## config.mk

```make
export PLATFORM = sky130hd
export DESIGN_NAME = axi4stream_vip_buffer
export DESIGN_NICKNAME = d
export VERILOG_FILES = /design/src/rtl/axi4stream_vip_buffer.sv
export SDC_FILE = /design/constraint.sdc
export NUM_CORES = 1
export LEC_CHECK = 0
export CORE_UTILIZATION = 45
export CTS_CLUSTER_DIAMETER = 100
export DETAILED_ROUTE_END_ITERATION = 10
export GPL_ROUTABILITY_DRIVEN = 1
export GPL_TIMING_DRIVEN = 0
export PLACE_DENSITY = 0.77
export REMOVE_ABC_BUFFERS = 1
export SLEW_MARGIN = 20
export SYNTH_ARGS = -nofsm -noshare
export SYNTH_HDL_FRONTEND = slang
export SYNTH_SLANG_ARGS = --single-unit
export TNS_END_PERCENT = 5
```

## constraint.sdc

```tcl
create_clock -name aclk -period 2.2 [get_ports aclk]
set_clock_uncertainty 0.1 [all_clocks]
set_input_delay 0.55 -clock aclk [delete_from_list [all_inputs] [get_ports aclk]]
set_output_delay 0.55 -clock aclk [all_outputs]
set_load 0.02 [all_outputs]
```

## src/rtl/axi4stream_vip_buffer.sv

```systemverilog
// AXI4-Stream inline VIP slot: tie-off, pass-through or FIFO buffer,
// with master-side beat/packet counters and sticky slave protocol checks.
module axi4stream_vip_buffer #(
  parameter int unsigned C_MODE       = 1,
  parameter int unsigned C_DATA_WIDTH = 8,
  parameter int unsigned C_ID_WIDTH   = 0,
  parameter int unsigned C_DEST_WIDTH = 0,
  parameter int unsigned C_USER_WIDTH = 0,
  parameter int unsigned C_FIFO_DEPTH = 16,
  parameter int unsigned C_CNT_WIDTH  = 32
) (
  input  logic                                          aclk,
  input  logic                                          areset,
  input  logic                                          aclken,
  input  logic                                          s_axis_tvalid,
  output logic                                          s_axis_tready,
  input  logic [C_DATA_WIDTH-1:0]                       s_axis_tdata,
  input  logic [C_DATA_WIDTH/8-1:0]                     s_axis_tstrb,
  input  logic [C_DATA_WIDTH/8-1:0]                     s_axis_tkeep,
  input  logic                                          s_axis_tlast,
  input  logic [((C_ID_WIDTH > 0) ? C_ID_WIDTH : 1)-1:0]     s_axis_tid,
  input  logic [((C_DEST_WIDTH > 0) ? C_DEST_WIDTH : 1)-1:0] s_axis_tdest,
  input  logic [((C_USER_WIDTH > 0) ? C_USER_WIDTH : 1)-1:0] s_axis_tuser,
  output logic                                          m_axis_tvalid,
  input  logic                                          m_axis_tready,
  output logic [C_DATA_WIDTH-1:0]                       m_axis_tdata,
  output logic [C_DATA_WIDTH/8-1:0]                     m_axis_tstrb,
  output logic [C_DATA_WIDTH/8-1:0]                     m_axis_tkeep,
  output logic                                          m_axis_tlast,
  output logic [((C_ID_WIDTH > 0) ? C_ID_WIDTH : 1)-1:0]     m_axis_tid,
  output logic [((C_DEST_WIDTH > 0) ? C_DEST_WIDTH : 1)-1:0] m_axis_tdest,
  output logic [((C_USER_WIDTH > 0) ? C_USER_WIDTH : 1)-1:0] m_axis_tuser,
  input  logic                                          cnt_clear,
  output logic [C_CNT_WIDTH-1:0]                        beat_cnt,
  output logic [C_CNT_WIDTH-1:0]                        pkt_cnt,
  output logic [$clog2(C_FIFO_DEPTH):0]                 fifo_level,
  output logic                                          err_valid_drop,
  output logic                                          err_payload_change
);

  localparam int unsigned KW  = C_DATA_WIDTH / 8;
  localparam int unsigned IW  = (C_ID_WIDTH > 0) ? C_ID_WIDTH : 1;
  localparam int unsigned DSW = (C_DEST_WIDTH > 0) ? C_DEST_WIDTH : 1;
  localparam int unsigned UW  = (C_USER_WIDTH > 0) ? C_USER_WIDTH : 1;
  localparam int unsigned PW  = C_DATA_WIDTH + 2 * KW + 1 + IW + DSW + UW;
  localparam int unsigned AW  = $clog2(C_FIFO_DEPTH);
  localparam int unsigned LW  = AW + 1;

  // Zero-width sideband fields are forced to 0 so they never propagate.
  logic [IW-1:0]  s_tid_e;
  logic [DSW-1:0] s_tdest_e;
  logic [UW-1:0]  s_tuser_e;
  logic [PW-1:0]  s_pay;
  logic [PW-1:0]  m_pay;
  logic [PW-1:0]  head;

  assign s_tid_e   = (C_ID_WIDTH > 0)   ? s_axis_tid   : '0;
  assign s_tdest_e = (C_DEST_WIDTH > 0) ? s_axis_tdest : '0;
  assign s_tuser_e = (C_USER_WIDTH > 0) ? s_axis_tuser : '0;
  assign s_pay = {s_tuser_e, s_tdest_e, s_tid_e, s_axis_tlast,
                  s_axis_tkeep, s_axis_tstrb, s_axis_tdata};

  logic [PW-1:0] mem [C_FIFO_DEPTH];
  logic [LW-1:0] wr_ptr, rd_ptr, level, level_nxt;
  logic          s_ready_q;
  logic          push, pop, f_empty;

  assign level     = wr_ptr - rd_ptr;
  assign f_empty   = (level == '0);
  assign push      = (C_MODE == 2) && s_axis_tvalid && s_axis_tready && aclken;
  assign pop       = (C_MODE == 2) && !f_empty && m_axis_tready && aclken;
  assign level_nxt = level + LW'(push) - LW'(pop);
  assign head      = mem[rd_ptr[AW-1:0]];

  // Pointers carry one extra bit so full and empty are distinguishable.
  always_ff @(posedge aclk) begin
    if (areset) begin
      wr_ptr    <= '0;
      rd_ptr    <= '0;
      s_ready_q <= 1'b1;
    end else if (aclken) begin
      if (push) wr_ptr <= wr_ptr + LW'(1);
      if (pop)  rd_ptr <= rd_ptr + LW'(1);
      s_ready_q <= (level_nxt != LW'(C_FIFO_DEPTH));
    end
  end

  always_ff @(posedge aclk) begin
    if (push) mem[wr_ptr[AW-1:0]] <= s_pay;
  end

  always_comb begin
    s_axis_tready = 1'b0;
    m_axis_tvalid = 1'b0;
    m_pay         = '0;
    case (C_MODE)
      1: begin
        s_axis_tready = m_axis_tready;
        m_axis_tvalid = s_axis_tvalid;
        m_pay         = s_pay;
      end
      2: begin
        s_axis_tready = s_ready_q && !areset;
        m_axis_tvalid = !f_empty;
        m_pay         = head;
      end
      default: ;
    endcase
  end

  assign {m_axis_tuser, m_axis_tdest, m_axis_tid, m_axis_tlast,
          m_axis_tkeep, m_axis_tstrb, m_axis_tdata} = m_pay;
  assign fifo_level = (C_MODE == 2) ? level : '0;

  logic m_hs;
  assign m_hs = m_axis_tvalid && m_axis_tready && aclken;

  // Saturating counters; clear wins over a same-edge increment.
  always_ff @(posedge aclk) begin
    if (areset) begin
      beat_cnt <= '0;
      pkt_cnt  <= '0;
    end else if (aclken) begin
      if (cnt_clear) begin
        beat_cnt <= '0;
        pkt_cnt  <= '0;
      end else if (m_hs) begin
        if (!(&beat_cnt))                 beat_cnt <= beat_cnt + C_CNT_WIDTH'(1);
        if (m_axis_tlast && !(&pkt_cnt))  pkt_cnt  <= pkt_cnt + C_CNT_WIDTH'(1);
      end
    end
  end

  logic          stall_q;
  logic [PW-1:0] pay_q;

  always_ff @(posedge aclk) begin
    if (areset) begin
      stall_q            <= 1'b0;
      pay_q              <= '0;
      err_valid_drop     <= 1'b0;
      err_payload_change <= 1'b0;
    end else if (aclken) begin
      stall_q <= s_axis_tvalid && !s_axis_tready;
      pay_q   <= s_pay;
      if (cnt_clear) begin
        err_valid_drop     <= 1'b0;
        err_payload_change <= 1'b0;
      end else begin
        if (stall_q && !s_axis_tvalid)                  err_valid_drop     <= 1'b1;
        if (stall_q && s_axis_tvalid && (s_pay != pay_q)) err_payload_change <= 1'b1;
      end
    end
  end

endmodule

```

==> impl_metrics.env <==
export IMPL_crit_path_cell_trace="and4_4, nand4_1, buf_4, buf_4, nor3_4, nand3_1, or4_1, a21oi_1"
export IMPL_end_kind="flop"
export IMPL_cts_root_buffer="clkbuf_8"
export IMPL_path_common_cell="buf_4"
export IMPL_ys_seq_elements=78
export IMPL_fmax_mhz=429.5
export IMPL_layout_setup_ws_ps=-128.4
export IMPL_worstPathMaxFanout=5
export IMPL_violations="negative setup slack"
export IMPL_critical_path_max_stage_delay_ps=490
export IMPL_cts_htree_levels=3
export IMPL_die_h_um=99.02
export IMPL_slew_headroom_pct=56.03
export IMPL_power_leakage_nw=2.253
export IMPL_path_class="flop to flop"
export IMPL_finalSetupViolations=44
export IMPL_status="complete, but fails checks"
export IMPL_hold_violations=0
export IMPL_synth_edf_count=0
export IMPL_synth_top_flop_cell="dfxtp_1"
export IMPL_synthArstFlopShare_pct=0
export IMPL_grt_max_degree=33
export IMPL_post_place_cells=700
export IMPL_cts_hold_buf=0
export IMPL_hold_path_class="flop to flop"
export IMPL_drive_gt1_share_pct=23.22
export IMPL_grt_setup_unrepaired="true"
export IMPL_fin_cells=771
export IMPL_first_global_vias=4452
export IMPL_grt_overflow=0
export IMPL_p_per_area_nw_per_um2=491.2
export IMPL_cts_buffers=9
export IMPL_finalWeightedCongestion=0.8481
export IMPL_met1Wirelength_mm=5.397
export IMPL_cts_clk_slew_worst_paths_ps=90
export IMPL_dieWidth_um=99.02
export IMPL_wl_mm=14.11
export IMPL_vias_per_cell=6.420
export IMPL_start_kind="flop"
export IMPL_ys_seq_area_share_pct=36.87
export IMPL_slew_viol_final=0
export IMPL_tightest_slew_ps=659.6
export IMPL_antenna_found_initial=1
export IMPL_clock_latency_ps=360
export IMPL_rows=35
export IMPL_route_met2_wl_mm=6.872
export IMPL_cts_tree="done"
export IMPL_area_growth_pct=43.52
export IMPL_syn_area_um2=4235
export IMPL_synth_cells=535
export IMPL_pin_count=107
export IMPL_cts_max_path_buffers=2
export IMPL_cts_sinks=78
export IMPL_synthDistinctLibCells=58
export IMPL_peakVddDrop_v=0.0003373
export IMPL_grt_use_total_pct=27.87
export IMPL_fin_crit_sh_pct=105.8
export IMPL_initial_core_util_pct=46.05
export IMPL_post_route_drc_count=0
export IMPL_dp_hpwl_mm=8.524
export IMPL_r2r_setup_slack_ps=-130
export IMPL_fin_nets=676
export IMPL_top_layer_used="met4"
export IMPL_slowest_stage="or4_1"
export IMPL_die_area_um2=9804
export IMPL_wl_per_cell_um=18.30
export IMPL_arrival_ps=2510
export IMPL_maxCapViolCount=0
export IMPL_drt_iter0_drc=489
export IMPL_ys_warnings_count=0
export IMPL_grt_pass1_wl_mm=21.86
export IMPL_fillers=711
export IMPL_power_mw=2.986
export IMPL_cp_required_ps=2380
export IMPL_syn_area_per_cell_um2=7.916
export IMPL_core_area_um2=9196
export IMPL_drtAntennaViolNets=0
export IMPL_first_pass_iters=6
export IMPL_route_met3_wl_mm=1.381
export IMPL_port_buffers=95
export IMPL_layout_min_cycle_time_ps=2328
export IMPL_num_vias=4950
-- report_power, final --
part | total, mW | leakage (nW) | internal [mW] | switching [mW]
clock | 1.19 | 0.106 | 0.638 | 0.552
combinational | 0.363 | 1.50 | 0.144 | 0.219
sequential | 1.43 | 0.645 | 1.42 | 0.0143
-- Yosys cell counts (all sizes together) (3+ instances only) --
master | count | share of area [%]
a21o | 7 | 1.2
a21oi | 35 | 4.4
a31oi | 17 | 2.5
a41oi | 7 | 1.6
and2 | 7 | 1.0
and3 | 11 | 1.6
and4 | 8 | 1.7
buf | 32 | 5.4
clkbuf | 16 | 1.5
dfxtp | 78 | 37
inv | 8 | 0.71
mux2i | 14 | 3.3
nand2 | 50 | 4.4
nand2b | 3 | 0.44
nand3 | 36 | 4.4
nand4 | 16 | 2.4
nand4b | 3 | 0.62
nor2 | 48 | 4.3
nor3 | 23 | 2.8
nor4 | 7 | 1.2
o21ai | 48 | 5.8
o311ai | 4 | 0.83
o31ai | 5 | 0.89
or3 | 11 | 1.6
or4 | 5 | 0.97
xor2 | 12 | 2.5
-- worst max-delay path: cells and delay by family (launching register included) --
family / cells / cell delay (ps)
AO/OA/AOI/OAI: 1 / 150
buffers and inverters: 2 / 340
flip-flops: 1 / 400
AND/OR/NAND/NOR: 5 / 1260
-- placed cells by master (no fill, tap or decap), drive strengths merged, types with 12 or more instances in the layout --
master	netlist	final
a21oi	35	35
a31oi	17	17
buf	32	50
clkdlybuf4s50	0	79
dfxtp	78	78
dlygate4sd2	0	12
mux2i	14	14
nand2	50	50
nand3	36	36
nand4	16	16
nor2	48	49
nor3	23	23
o21ai	48	48
xor2	12	12
-- state kept, by name, summed over array words and instances, names as in the netlist --
signal	cells
err_payload_change	1
beat_cnt	32
pay_q	11
stall_q	1
pkt_cnt	32
err_valid_drop	1
-- metal layers --
layer	vias to the layer above	GRT usage, %
met4	0	15.15
met3	51	6.454
li1	2201	-
met1	2355	34.52
met2	343	44.86
met5	-	0
-- logic make-up after synthesis --
logic type	after synthesis	share of synthesized area, %
buffers and inverters	56	7.592
other	1	0.08854
AOI/OAI and AO/OA	137	20.36
muxes	14	3.309
and+or+nand+nor	235	28.72
xor gates and xnor gates	12	2.482
DFF	78	36.87
adders and majority gates	2	0.5907
-- cell type report --
cell class                      count  area (µm²)  share of cell area [%]
Inverter                            8       30.03                  0.4940
Multi-Input combinational cell    412        2713                   44.63
Tap cell                          111       138.9                   2.285
Sequential cell                    78        1613                   26.53
Clock buffer                       10       127.6                   2.100
Clock inverter                      6       86.33                   1.420
Antenna cell                        1       2.502                 0.04117
Timing Repair Buffer              145        1368                   22.50
-- final timing paths --
| kind | cells after the start | start | to |
|---|---|---|---|
| setup / recovery | 8 | beat_cnt[9] | beat_cnt[24] |
| hold / removal | 1 | beat_cnt[28] | beat_cnt[28] |
| setup reg to reg | 8 | beat_cnt[9] | beat_cnt[24] |
| hold reg to reg | 1 | beat_cnt[28] | beat_cnt[28] |
-- metrics by stage --
step           TNS [ps]  utilization, %  instance area [µm²]  hold WS (ps)  setup slack (ps)
2_1_floorplan    -20380               -                 3970         352.8            -702.0
3_3_place_gp    -109890           55.02                 5060         371.8             -2628
6_report          -2566           66.10                 6078         384.0            -128.4
3_5_place_dp    -101070           55.05                 5062         371.7             -2235
4_1_cts           -2941           63.44                 5834         389.2            -121.3
5_1_grt           -6194           66.10                 6078         409.1            -226.1
-- timing repair --
action                                  in CTS  in global routing
pin swaps                                   27                 20
buffers inserted                            32                 18
gates resized for setup                    117                 41
endpoints found under the setup margin      79                 63
gates cloned                                 4                  1
hold endpoints to repair                     0                  0
No activity file was read; power rests on OpenSTA's default activity.
